$ cat src/rtl/fifo_pkg.sv
// Shared constants and sizing helpers for the programmable-flag FIFO.
package fifo_pkg;

  localparam int DEF_WIDTH = 8;
  localparam int DEF_DEPTH = 16;

  function automatic int clog2(input int v);
    int r;
    r = 0;
    while ((1 << r) < v) r++;
    return r;
  endfunction

  function automatic int cnt_w(input int depth);
    return clog2(depth + 1);
  endfunction

endpackage

$ cat src/rtl/fifo_mem_dp.sv
// Register-array storage: sync write port, registered sync read port.
module fifo_mem_dp
  import fifo_pkg::*;
#(
  parameter int WIDTH = DEF_WIDTH,
  parameter int DEPTH = DEF_DEPTH,
  parameter int AW    = clog2(DEPTH)
) (
  input  logic             clk,
  input  logic             i_rst,
  input  logic             i_we,
  input  logic [AW-1:0]    i_waddr,
  input  logic [WIDTH-1:0] i_wdata,
  input  logic             i_re,
  input  logic [AW-1:0]    i_raddr,
  output logic [WIDTH-1:0] o_rdata
);

  logic [WIDTH-1:0] r_mem [DEPTH];
  logic [WIDTH-1:0] r_rdata;

  // Array is deliberately not reset; only the output register is.
  always_ff @(posedge clk) begin
    if (i_we) r_mem[i_waddr] <= i_wdata;
  end

  always_ff @(posedge clk) begin
    if (i_rst)     r_rdata <= '0;
    else if (i_re) r_rdata <= r_mem[i_raddr];
  end

  assign o_rdata = r_rdata;

endmodule

$ cat src/rtl/fifo_prog_flag.sv
// Parametrised sync FIFO with programmable almost flags,
// occupancy count, sticky error flags and synchronous flush.
module fifo_prog_flag
  import fifo_pkg::*;
#(
  parameter int WIDTH     = DEF_WIDTH,
  parameter int DEPTH     = DEF_DEPTH,
  parameter int AF_THRESH = DEPTH - 2,
  parameter int AE_THRESH = 2
) (
  input  logic                       clk,
  input  logic                       rst,
  input  logic                       clr,
  input  logic                       wr,
  input  logic [WIDTH-1:0]           d_in,
  input  logic                       rd,
  output logic [WIDTH-1:0]           d_out,
  output logic                       full,
  output logic                       empty,
  output logic                       almost_full,
  output logic                       almost_empty,
  output logic [cnt_w(DEPTH)-1:0]    count,
  output logic                       overflow,
  output logic                       underflow
);

  localparam int AW = clog2(DEPTH);
  localparam int CW = cnt_w(DEPTH);
  localparam logic [CW-1:0] C_DEPTH = CW'(DEPTH);
  localparam logic [CW-1:0] C_AF    = CW'(AF_THRESH);
  localparam logic [CW-1:0] C_AE    = CW'(AE_THRESH);

  if ((1 << AW) != DEPTH || DEPTH < 2) begin : g_bad_depth
    $error("fifo_prog_flag: DEPTH must be a power of two >= 2");
  end
  if (AF_THRESH < 1 || AF_THRESH > DEPTH) begin : g_bad_af
    $error("fifo_prog_flag: AF_THRESH out of range");
  end
  if (AE_THRESH < 0 || AE_THRESH > DEPTH - 1) begin : g_bad_ae
    $error("fifo_prog_flag: AE_THRESH out of range");
  end

  logic [AW-1:0] r_wr_ptr;
  logic [AW-1:0] r_rd_ptr;
  logic [CW-1:0] r_count;
  logic          r_full;
  logic          r_empty;
  logic          r_af;
  logic          r_ae;
  logic          r_ovf;
  logic          r_udf;

  logic          w_wr_ok;
  logic          w_rd_ok;
  logic          w_we;
  logic          w_re;
  logic [CW-1:0] w_count_nxt;

  // A read on a full FIFO frees the slot the write needs.
  assign w_wr_ok = wr && (!r_full || rd);
  assign w_rd_ok = rd && !r_empty;
  assign w_we    = w_wr_ok && !clr && !rst;
  assign w_re    = w_rd_ok && !clr && !rst;

  always_comb begin
    w_count_nxt = r_count;
    if (w_wr_ok) w_count_nxt = w_count_nxt + 1'b1;
    if (w_rd_ok) w_count_nxt = w_count_nxt - 1'b1;
  end

  always_ff @(posedge clk) begin
    if (rst) begin
      r_wr_ptr <= '0;
      r_rd_ptr <= '0;
      r_count  <= '0;
      r_full   <= 1'b0;
      r_empty  <= 1'b1;
      r_af     <= 1'b0;
      r_ae     <= 1'b1;
      r_ovf    <= 1'b0;
      r_udf    <= 1'b0;
    end else if (clr) begin
      r_wr_ptr <= '0;
      r_rd_ptr <= '0;
      r_count  <= '0;
      r_full   <= 1'b0;
      r_empty  <= 1'b1;
      r_af     <= 1'b0;
      r_ae     <= 1'b1;
    end else begin
      if (w_wr_ok) r_wr_ptr <= r_wr_ptr + 1'b1;
      if (w_rd_ok) r_rd_ptr <= r_rd_ptr + 1'b1;
      r_count <= w_count_nxt;
      r_full  <= (w_count_nxt == C_DEPTH);
      r_empty <= (w_count_nxt == '0);
      r_af    <= (w_count_nxt >= C_AF);
      r_ae    <= (w_count_nxt <= C_AE);
      if (wr && !w_wr_ok) r_ovf <= 1'b1;
      if (rd && !w_rd_ok) r_udf <= 1'b1;
    end
  end

  fifo_mem_dp #(
    .WIDTH (WIDTH),
    .DEPTH (DEPTH),
    .AW    (AW)
  ) u_mem (
    .clk     (clk),
    .i_rst   (rst),
    .i_we    (w_we),
    .i_waddr (r_wr_ptr),
    .i_wdata (d_in),
    .i_re    (w_re),
    .i_raddr (r_rd_ptr),
    .o_rdata (d_out)
  );

  assign full         = r_full;
  assign empty        = r_empty;
  assign almost_full  = r_af;
  assign almost_empty = r_ae;
  assign count        = r_count;
  assign overflow     = r_ovf;
  assign underflow    = r_udf;

endmodule

$ cat config.mk
export PLATFORM = sky130hd
export DESIGN_NAME = fifo_prog_flag
export DESIGN_NICKNAME = d
export VERILOG_FILES = /design/src/rtl/fifo_pkg.sv /design/src/rtl/fifo_mem_dp.sv /design/src/rtl/fifo_prog_flag.sv
export SDC_FILE = /design/constraint.sdc
export NUM_CORES = 1
export LEC_CHECK = 0
export BUFFER_PORTS_ARGS = -buffer_cell sky130_fd_sc_hd__buf_2
export CAP_MARGIN = 25
export CORE_UTILIZATION = 55
export DETAILED_ROUTE_END_ITERATION = 8
export HOLD_SLACK_MARGIN = 0.08
export PLACE_DENSITY = 0.84
export SYNTH_ARGS = -nofsm -noshare
export SYNTH_HDL_FRONTEND = slang
export SYNTH_SLANG_ARGS = --single-unit
export TNS_END_PERCENT = 100
$ cat constraint.sdc
create_clock -name clk -period 2.4 [get_ports clk]
set_input_delay 0.12 -clock clk [delete_from_list [all_inputs] [get_ports clk]]
set_output_delay 0.12 -clock clk [all_outputs]
set_load 0.02 [all_outputs]
## Word-level counts from Yosys, hierarchy flattened

Memories as Yosys holds them, arrays and structs flattened. A register that Yosys moved wholly into a read port is not among the register bits.
Cells that the tools add are included.
W data, S select, Z words.

| word-level totals | value |
|---|---|
| flip-flop bits (word level) | 19 |
| memory bits (read-only) | 0 |
| input port bits | 13 |
| RAM bits | 128 |
| word-level logic and storage cells | 41 |
| memories | 1 |
| output and inout port bits | 19 |
| bits in latches | 0 |

Memory list:

| memory | depth | width | rd ports | clocked after Yosys merged registers in | write ports | RTL line | text |
|---|---|---|---|---|---|---|---|
| u_mem.r_mem | 16 | 8 | 1 | 1 | 1 | fifo_mem_dp.sv:19 | `logic [WIDTH-1:0] r_mem [DEPTH];` |

| cells by class | value |
|---|---|
| divide/modulo/power cells | 0 |
| bitwise operators | 1 |
| add/sub/neg operators | 4 |
| shift-type cells | 0 |
| order comparisons | 2 |
| multipliers | 0 |
| mux-type cells | 4 |
| reductions and logical operators | 19 |
| equal/unequal tests | 1 |

Operators by type and width:

| kind | number |
|---|---|
| $mux W5 | 2 |
| $add A4 B1 Y4 const B | 2 |
| $logic_and A1 B1 Y1 | 8 |
| $logic_not A1 Y1 | 6 |
| $add A5 B1 Y5 const B | 1 |
| $eq A5 B5 Y1 const B | 1 |
| $ge A5 B4 Y1 const B | 1 |
| $le A5 B2 Y1 const B | 1 |
| $logic_not A5 Y1 | 1 |
| $sub A5 B1 Y5 const B | 1 |
| $reduce_and A2 Y1 | 2 |
| $mux W1 | 2 |
| $reduce_or A2 Y1 | 1 |
| $logic_or A1 B1 Y1 | 1 |
| $not A1 Y1 | 1 |

## Longest topological paths before layout

Gate-level depths: netlist of run 1.

| logic depth | value |
|---|---|
| word-level depth | 7 |
| mapped depth | 7 |

## By module

A second synthesis of run 1 with hierarchy kept.

| unflattened totals | value |
|---|---|
| cells, all modules | 446 |
| area total of the unflattened synthesis | 6,522.5 µm² |

Modules (own cells, without submodules):

| module | area an instance (µm²) | cells each | instances |
|---|---|---|---|
| fifo_mem_dp | 5,343.9 | 316 | 1 |
| fifo_prog_flag | 1,178.6 | 130 | 1 |

## Least setup slack after synthesis of run 1

No wires, ideal clock.

| timing | value |
|---|---|
| kind | register to register |
| from | reg r_count[1], in the netlist count[1] |
| to | reg r_ae, in the netlist almost_empty |
| cell stages (with the launch flop) | 8 |
| library setup time | 123 ps |
| path slack | 366 ps |
| path buffers | 0 |
| arrival | 1,911 ps |
| cells stage by stage | dfxtp_1 ha_1 nand2_1 o21a_1 nor2_2 mux2_2 a221oi_1 nor2_1 |

| on the way | value |
|---|---|
| cells in the longest elaborated chain, start to end | 5 |

RTL lines:

| what | RTL line | text |
|---|---|---|
| from (decl) | fifo_prog_flag.sv:45 | `logic [CW-1:0] r_count;` |
| from (signal assigned) | fifo_prog_flag.sv:93 | `r_count <= w_count_nxt;` |
| $add A5 B1 Y5 | fifo_prog_flag.sv:67 | `if (w_wr_ok) w_count_nxt = w_count_nxt + 1'b1;` |
| $mux W5 (*) | fifo_prog_flag.sv:67 |  |
| $sub A5 B1 Y5 | fifo_prog_flag.sv:68 | `if (w_rd_ok) w_count_nxt = w_count_nxt - 1'b1;` |
| $mux W5 (*) | fifo_prog_flag.sv:68 |  |
| $le A5 B2 Y1 (*) | fifo_prog_flag.sv:97 | `r_ae <= (w_count_nxt <= C_AE);` |
| to (signal assigned) | fifo_prog_flag.sv:97 |  |
| to (decl) | fifo_prog_flag.sv:49 | `logic r_ae;` |

Every way passes the cells marked *; elsewhere a longest branch is shown, timed or not.
A chain may end at the register's enable or synchronous reset.

## Worst setup path after layout of run 1

Ends and elaborated chain as after synthesis.

==> results.txt, run 1 <==
The quantity of hold-fixing buffers added after cts came out at 3. The worst path in the final design needs a cycle of 2110 ps, including I/O delays and setup. In this run the post-CTS setup repair buffer count came out at 0. Of the cells placed in the final design, the portion with a size suffix greater than 1 is 0.288. The core area came out at about 0.011 mm^2.

The power dissipated by switching net loads came out at 1.17 mW. The number of instances resized during post-cts repair is 0. The average detailed-routed wire length per instance is ~21 um. The number of rows created at floorplan is 38. The final count of hold timing violations came out at 0. The final non-filler cell total is 564. STA classifies the critical path startpoint as a flip-flop. The number of vias per cell came out at 5.97. Measured against its own limit, the worst slew margin works out to 0.542.

The wire length of the first global-routing pass came out at 19000 um. The number of placed instances, taps included is 529. In this run, synthesis produced a sequential element count of 155.

Routability-driven placement finished with a final weighted congestion of 0.808. The TritonCTS clock tree is built. Static timing analysis puts the maximum clock frequency at 0.474 GHz. The worst setup path is of the flip-flop to flip-flop kind. Counting cells, the worst reg-to-reg path comes to 7. The total overflow reported by the global router came out at 0. The combinational power share is 0.033. The final-layout fill cell count came out at 716. The count of pins over their slew limit is 0. For the worst setup path, the data required time is 2690 ps. The arrival time at the worst endpoint came out at 2400 ps. Once detail routing completed, the nets flagged for antenna violations numbered 0. The power density over cell area is 775 mW/mm^2. The number of H-tree levels came out at 4.

The final core area utilization came out at 0.657. The transition time at the pin with the least slew margin came out at 687 ps. The startpoint identified for the worst register-to-register timing path is count[1].

The endpoint identified for the worst register-to-register timing path is almost_empty. Setup slack on the critical path of the routed design comes to 292 ps. Setup repair after global routing left no endpoint under its margin. Counting instances, the worst hold path has a depth of 1. The share of the Yosys chip area taken by registers is 0.697. The count of synthesis-stage warnings from yosys came out at 0. The max-cap check violation count is 0. The instance count of the mapped netlist came out at between 300 and 400.

The switching power as a share of total power came out at 0.209. The clock passes through at most 2 buffers. The synthesized design contains 128 enable-type register cells. The die height is 109 um. The relative contribution of sequential cells to total power came out at 0.525. The share of synthesized flip-flops with an asynchronous set or reset is 0. STA classifies the critical path endpoint as a flip-flop.

The number of nets in the finished design is 430. The largest driver fanout on the critical path is 6. Clock skew on the completed layout was measured at 11.7 ps. For the final routed database, the setup TNS stands at 0 ps.

The relative area change from synthesis to final layout is 14.7%. VDD sags by at most 477 uV. For this run, the leading register cell type out of synthesis is sky130_fd_sc_hd__edfxtp_1. The post-detailed-routing wire length came out at 12100 um.

The kind of path behind the tightest hold check is primary input to flip-flop. The clock-pin transition on the worst setup and hold timing paths is around 60 ps. The path with the worst hold slack has its endpoint at u_mem.r_mem[6][2]. The start point of the worst min-delay path is d_in[2]. The count of cell types in the netlist is 49. Prior to clock tree synthesis, the placed netlist has a worst setup slack of 302 ps. The via count of the first global-routing pass is 3329. The initial antenna violation count is 0.

Of the total power, the clock network draws 0.441. Once detailed placement completed, the half-perimeter wirelength came to 7790 um. The largest net degree at the start of global routing is 21. The critical-path cell with the highest stage delay is sky130_fd_sc_hd__dfxtp_1. The global-route total usage across every layer came out at 0.231. The number of clock sinks seen by CTS is 155. The flow ran to the end, and the final reports show no timing, DRC or antenna violations. The delay of the slowest cell on the worst path is around 450 ps. The overall via count from detail_route is 3367.

The synthesized area divided by synthesized cell count is between 15 and 20 um^2. The register-to-register setup slack came out at 290 ps. The internal power component came out at 4.42 mW. The number of detailed-route iterations in the first pass came out at 5.

The total inserted antenna cells came out at 0. For this run, design rule violations remaining after detail routing come to 0. The tightest hold path in the finished design has a slack of about 100 ps. In this run the count of I/O pins placed on the die edge is 32.

The number of buffers inserted by port buffering is 31. The effective utilization at floorplan came out at 0.572. The share of the clock period used by the worst path after layout came out at 0.879. The die covers 0.0119 mm^2.

The static power due to leakage came out at ~2.4 nW. Traced cell by cell, the critical path runs through ha_1 -> nand2_1 -> o21a_1 -> nor2_2 -> mux2_2 -> a221oi_1 -> nor2_1. The post-synthesis instance area is 0.00629 mm^2. Buffers inserted during clock tree synthesis total 17. The root buffer cell chosen for the clock tree is sky130_fd_sc_hd__clkbuf_16.

The final number of setup-violating endpoints is 0. The number of DRC violations after detailed-routing iteration 0 is about 250. The die width is approximately 110 um.

The number of nets produced by synthesis came out at around 380. At the later pin of the worst-skew pair, clock insertion delay measures 420 ps.
layout make-up:
| type | instances | area, um^2 | share of cell area |
|---|---|---|---|
| clock buffers | 18 | 429 | 0.0595 |
| flip-flops and latches | 155 | 4390 | 0.608 |
| multi-input cells | 178 | 1720 | 0.238 |
| well taps | 140 | 175 | 0.0243 |
| clock inverters | 14 | 123 | 0.0170 |
| repair buffers | 55 | 368 | 0.0510 |
| inverters | 4 | 15.0 | 0.00208 |
cell usage after synthesis, types with 2 or more instances:
| master | count | area, um^2 |
|---|---|---|
| sky130_fd_sc_hd__nand4_1 | 3 | 18.8 |
| sky130_fd_sc_hd__mux2i_1 | 3 | 30.0 |
| sky130_fd_sc_hd__nand3b_1 | 8 | 60.1 |
| sky130_fd_sc_hd__mux4_2 | 26 | 586 |
| sky130_fd_sc_hd__buf_1 | 3 | 11.3 |
| sky130_fd_sc_hd__mux2_2 | 3 | 33.8 |
| sky130_fd_sc_hd__edfxtp_1 | 128 | 3840 |
| sky130_fd_sc_hd__nor2_1 | 32 | 120 |
| sky130_fd_sc_hd__a31oi_1 | 2 | 12.5 |
| sky130_fd_sc_hd__mux4_1 | 6 | 158 |
| sky130_fd_sc_hd__nor2b_1 | 2 | 12.5 |
| sky130_fd_sc_hd__clkbuf_8 | 4 | 55.1 |
| sky130_fd_sc_hd__and2_1 | 2 | 12.5 |
| sky130_fd_sc_hd__nor3_1 | 6 | 30.0 |
| sky130_fd_sc_hd__o21ai_1 | 6 | 30.0 |
| sky130_fd_sc_hd__xnor2_1 | 6 | 52.6 |
| sky130_fd_sc_hd__buf_4 | 2 | 15.0 |
| sky130_fd_sc_hd__a221oi_1 | 7 | 61.3 |
| sky130_fd_sc_hd__buf_2 | 3 | 15.0 |
| sky130_fd_sc_hd__nand2_1 | 15 | 56.3 |
| sky130_fd_sc_hd__inv_1 | 4 | 15.0 |
| sky130_fd_sc_hd__buf_6 | 4 | 45.0 |
| sky130_fd_sc_hd__nand2b_1 | 3 | 18.8 |
| sky130_fd_sc_hd__xor2_1 | 7 | 61.3 |
| sky130_fd_sc_hd__nand2_2 | 2 | 12.5 |
| sky130_fd_sc_hd__clkbuf_1 | 2 | 7.51 |
| sky130_fd_sc_hd__o21ai_0 | 4 | 20.0 |
| sky130_fd_sc_hd__dfxtp_1 | 27 | 541 |
| sky130_fd_sc_hd__a21oi_1 | 5 | 25.0 |
| sky130_fd_sc_hd__a22o_1 | 6 | 52.6 |
| sky130_fd_sc_hd__and3_1 | 2 | 12.5 |
| sky130_fd_sc_hd__ha_1 | 6 | 75.1 |
placed cells by master (no fill, tap or decap), types with 3 or more instances in the layout:
cell	count
sky130_fd_sc_hd__nand2_1	15
sky130_fd_sc_hd__mux4_2	26
sky130_fd_sc_hd__clkinvlp_4	3
sky130_fd_sc_hd__xor2_1	7
sky130_fd_sc_hd__buf_2	31
sky130_fd_sc_hd__o21ai_1	6
sky130_fd_sc_hd__clkbuf_16	17
sky130_fd_sc_hd__nand2b_1	3
sky130_fd_sc_hd__clkinv_4	4
sky130_fd_sc_hd__a21oi_1	5
sky130_fd_sc_hd__mux2i_1	3
sky130_fd_sc_hd__mux4_1	6
sky130_fd_sc_hd__o21ai_0	4
sky130_fd_sc_hd__dfxtp_1	26
sky130_fd_sc_hd__a221oi_1	7
sky130_fd_sc_hd__nor2_1	32
sky130_fd_sc_hd__a22o_1	6
sky130_fd_sc_hd__nor3_1	6
sky130_fd_sc_hd__buf_4	19
sky130_fd_sc_hd__mux2_2	3
sky130_fd_sc_hd__nand4_1	3
sky130_fd_sc_hd__inv_1	4
sky130_fd_sc_hd__ha_1	6
sky130_fd_sc_hd__nand3b_1	8
sky130_fd_sc_hd__xnor2_1	6
sky130_fd_sc_hd__edfxtp_1	128
sky130_fd_sc_hd__dlygate4sd3_1	3
logic make-up after synthesis:
logic type | after synthesis | synth area share
flip-flops | 155 | 0.697
multiplexers | 38 | 0.128
adder cells (fa/ha/maj) | 6 | 0.0119
AO/OA/AOI/OAI | 35 | 0.0416
XOR/XNOR | 15 | 0.0233
AND/OR/NAND/NOR | 84 | 0.0683
buffers and inverters | 23 | 0.0293
through the flow:
| stage | area (um^2) | power, mW |
|---|---|---|
| 6_report | 7210 | 5.59 |
| 5_1_grt | 7210 | 5.77 |
| 4_1_cts | 7210 | 5.63 |
| 3_5_place_dp | 6630 | 3.17 |
| 3_3_place_gp | 6630 | 3.17 |
| 2_1_floorplan | 6290 | 3.10 |
routing by layer:
metal	track usage	vias up	share of wire
met3	0.0687	22	0.069
met1	0.313	1697	0.43
met4	0.0849	0	0.018
met2	0.355	137	0.48
met5	0	-	0
li1	-	1511	-
state kept, by name, indices dropped and copies added, names as in the netlist:
name           flops
overflow           1
full               1
r_wr_ptr           4
underflow          1
count              5
u_mem.r_mem      128
r_rd_ptr           4
almost_empty       1
u_mem.o_rdata      8
almost_full        1
empty              1
worst max-delay path by stage:
stage,from,endpoint,cells past startpoint
after floorplan,count[1],almost_empty,7
after global placement,count[1],almost_empty,7
after detailed placement,count[1],almost_empty,7
after CTS,count[1],almost_empty,7
after global routing,count[1],almost_empty,7
final,count[1],almost_empty,7
power by group through the flow:
stage          registers [mW]  logic [mW]  clock network, mW
2_1_floorplan            3.00      0.0983                  0
6_report                 2.94       0.187               2.47
3_3_place_gp             2.99       0.173                  0
3_5_place_dp             2.99       0.180                  0
4_1_cts                  2.94       0.187               2.51
5_1_grt                  2.94       0.201               2.63
critical path, delay by kind of cell, from the launching register on:
| family | cells | cell delay (ps) |
|---|---|---|
| multiplexers | 1 | 370 |
| AO/OA/AOI/OAI | 2 | 520 |
| adder cells (fa/ha/maj) | 1 | 240 |
| AND/OR/NAND/NOR | 3 | 420 |
| flip-flops | 1 | 450 |
Power figures use the tool's default switching activity.
==> run 2: changes to the inputs <==
--- a/config.mk
+++ b/config.mk
@@ -7,10 +7,10 @@
 export LEC_CHECK = 0
 export BUFFER_PORTS_ARGS = -buffer_cell sky130_fd_sc_hd__buf_2
 export CAP_MARGIN = 25
-export CORE_UTILIZATION = 55
+export CORE_UTILIZATION = 45
 export DETAILED_ROUTE_END_ITERATION = 8
 export HOLD_SLACK_MARGIN = 0.08
-export PLACE_DENSITY = 0.84
+export PLACE_DENSITY = 0.73
 export SYNTH_ARGS = -nofsm -noshare
 export SYNTH_HDL_FRONTEND = slang
 export SYNTH_SLANG_ARGS = --single-unit
==> run 2 against run 1 <==
  * Sequential cell count unchanged
  * Non-clock buffer count grew 2
  * Power grew 3.0%
  * Sequential share of layout area shrank 0.78 points
  * Via count decreased by 1.3%
  * Maximum frequency increased by 3.1%
==> results.txt, run 2 (synthesis gave the netlist of run 1 again) <==
The flow ran to the end, and the final reports show no timing, DRC or antenna violations. For this design the static power due to leakage is 2.43 nW. The worst setup path is launched from a flip-flop. The die height is 120 um.

The slowest stage of the critical path belongs to the cell sky130_fd_sc_hd__dfxtp_1. The core area came out at 0.0135 mm^2. The effective utilization at floorplan is 0.467.

Leaving out fill and tap cells, the most frequent cell in the layout is sky130_fd_sc_hd__edfxtp_1. The floorplan step defined a die boundary enclosing 0.0144 mm^2. The average detailed-routed wire length per instance is ~20 um.

The transition time at the pin with the least slew margin is 651 ps. Across every metal layer, demand over resource in global routing totals 0.185. The number of vias per cell came out at between 5 and 6. The overall via count from detail_route came out at approximately 3300.

The worst-case headroom to the max-slew limit came out at 0.566. The quantity of hold-fixing buffers added after cts is 5. The number of DRC violations after detailed-routing iteration 0 came out at 245.

Clock-pin slew was measured on the worst setup and hold paths at ~60 ps. In this run the deepest clock path goes through 2 buffers. The final standard cell area without fillers is around 0.0073 mm^2.

The worst hold path begins at d_in[3]. After filler insertion, the fill cell instance count of the layout stands at 1072. For the worst setup path, the data arrival time is 2360 ps. The largest single stage delay on the critical path is 460 ps. At the later pin of the worst-skew pair, clock insertion delay measures 430 ps. The die width is around 120 um. In this run the remaining antenna-violating nets after routing total 0.

The total inserted antenna cells came out at 0. The number of instances resized during post-cts repair came out at 0. The final count of hold timing violations came out at 0.

The shortest clock period the worst path allows after layout is slightly above 2000 ps. TritonCTS created 17 clock buffers. The wire length of the first global-routing pass is between 15000 and 20000 um. The worst IR drop on VDD is 579 uV. In the final layout, the share of cells above drive strength 1 is 0.286.

The smallest hold slack came out at 99.0 ps. The area of the multi-input gates is 0.00172 mm^2. Post-CTS timing repair inserted 0 buffers for setup. The number of detailed-route iterations in the first pass came out at 4.

The sum of negative setup slack is 0 ps. The number of buffers inserted by port buffering came out at 31. The signal on the critical path passes through ha_1 -> nand2_1 -> o21a_1 -> a2111oi_4 -> nand2_2 -> xnor2_2 -> a31o_1. The register with the most flip-flops is u_mem.r_mem. The worst setup path is captured at a flip-flop. The via count of the first global-routing pass was 3371. The total area of sequential cells is roughly 0.0044 mm^2. The number of nets in the finished design came out at between 400 and 500. For this run, the top clock speed supported by timing is 0.489 GHz. The count of pins over their slew limit came out at 0. The number of rows created at floorplan came out at 42. 32 I/O pins were placed. The initial antenna violation count came out at 0. Entering global routing, the biggest net connects 36 pins. Setup violations remaining at the end of the flow were counted as 0. In this run the cell area measured after placement is 0.00667 mm^2. On the final layout, the worst clock skew is 9.72 ps. The reg-to-reg critical path startpoint is count[1]. The tightest min-delay check is of the primary input to flip-flop type. The HPWL reported at the end of detailed placement came out at 7790 um. The number of clock sinks seen by CTS came out at 155. The number of flip-flops under the largest register name is ~130. Once layout is complete, the utilization of the core stands at 0.543. In this run the worst setup path begins at count[1]. The power density over cell area is between 700 and 800 mW/mm^2.

The final weighted congestion in routability-driven placement came out at 0.771. The total overflow reported by the global router is 0. The area growth from synthesis to layout is 16.2%. Setup repair after global routing left no endpoint under its margin. The H-tree was split into 4 levels. TritonCTS built the clock tree. For this run, design rule violations remaining after detail routing come to 0. The largest driver fanout on the critical path is 6. For this block, the routed nets add up to 12100 um of wire. The critical path in this run is classified as flip-flop to flip-flop. STA puts the critical path data required time at 2720 ps.

The share of the clock period used by the worst path after layout came out at 0.852. In the layout the commonest cells are sky130_fd_sc_hd__edfxtp_1, sky130_fd_sc_hd__nor2_1, sky130_fd_sc_hd__buf_2. The clock root buffer is sky130_fd_sc_hd__clkbuf_16. The max-cap check violation count came out at 0.
## run 2: through the flow
| stage | cells | worst slack [ps] | power (mW) |
|---|---|---|---|
| floorplan | 356 | 366 | 3.10 |
| global placement | 565 | 371 | 3.17 |
| detailed placement | 565 | 341 | 3.17 |
| CTS | 602 | 330 | 5.80 |
| global route | 602 | 234 | 5.93 |
| finish | 602 | 355 | 5.76 |
## run 2: where the power goes
group | total [mW] | internal [mW] | switching [mW]
Sequential | 2.94 | 2.92 | 0.0122
Clock | 2.64 | 1.61 | 1.02
Combinational | 0.186 | 0.0708 | 0.115
## run 2: worst paths after layout
path	slack (ps)	to	depth (start not counted)
max	350	empty	7
min	100	u_mem.r_mem[13][3]	1
max reg2reg	350	empty	7
min reg2reg	480	u_mem.o_rdata[7]	2
## run 2: worst max-delay path: cells and delay by family (launching register included)
kind	cells	cell delay [ps]
AND/OR/NAND/NOR	2	220
XOR/XNOR	1	170
flip-flops	1	460
AO/OA/AOI/OAI	3	860
adder cells (fa/ha/maj)	1	230
## run 2: cell type report
class                           count  area share
Clock buffer                       23      0.0654
Clock inverter                      9      0.0158
Inverter                            4     0.00205
Multi-Input combinational cell    178       0.235
Sequential cell                   155       0.600
Tap cell                          176      0.0301
Timing Repair Buffer               57      0.0514
## run 2: routing by layer
layer	part of all wire	vias to the layer above	global-route usage	wire, um
li1	-	1507	-	-
met1	0.43	1707	0.232	5160
met2	0.50	90	0.298	6030
met3	0.058	19	0.0547	705
met4	0.019	0	0.0813	226
met5	0	-	0	0
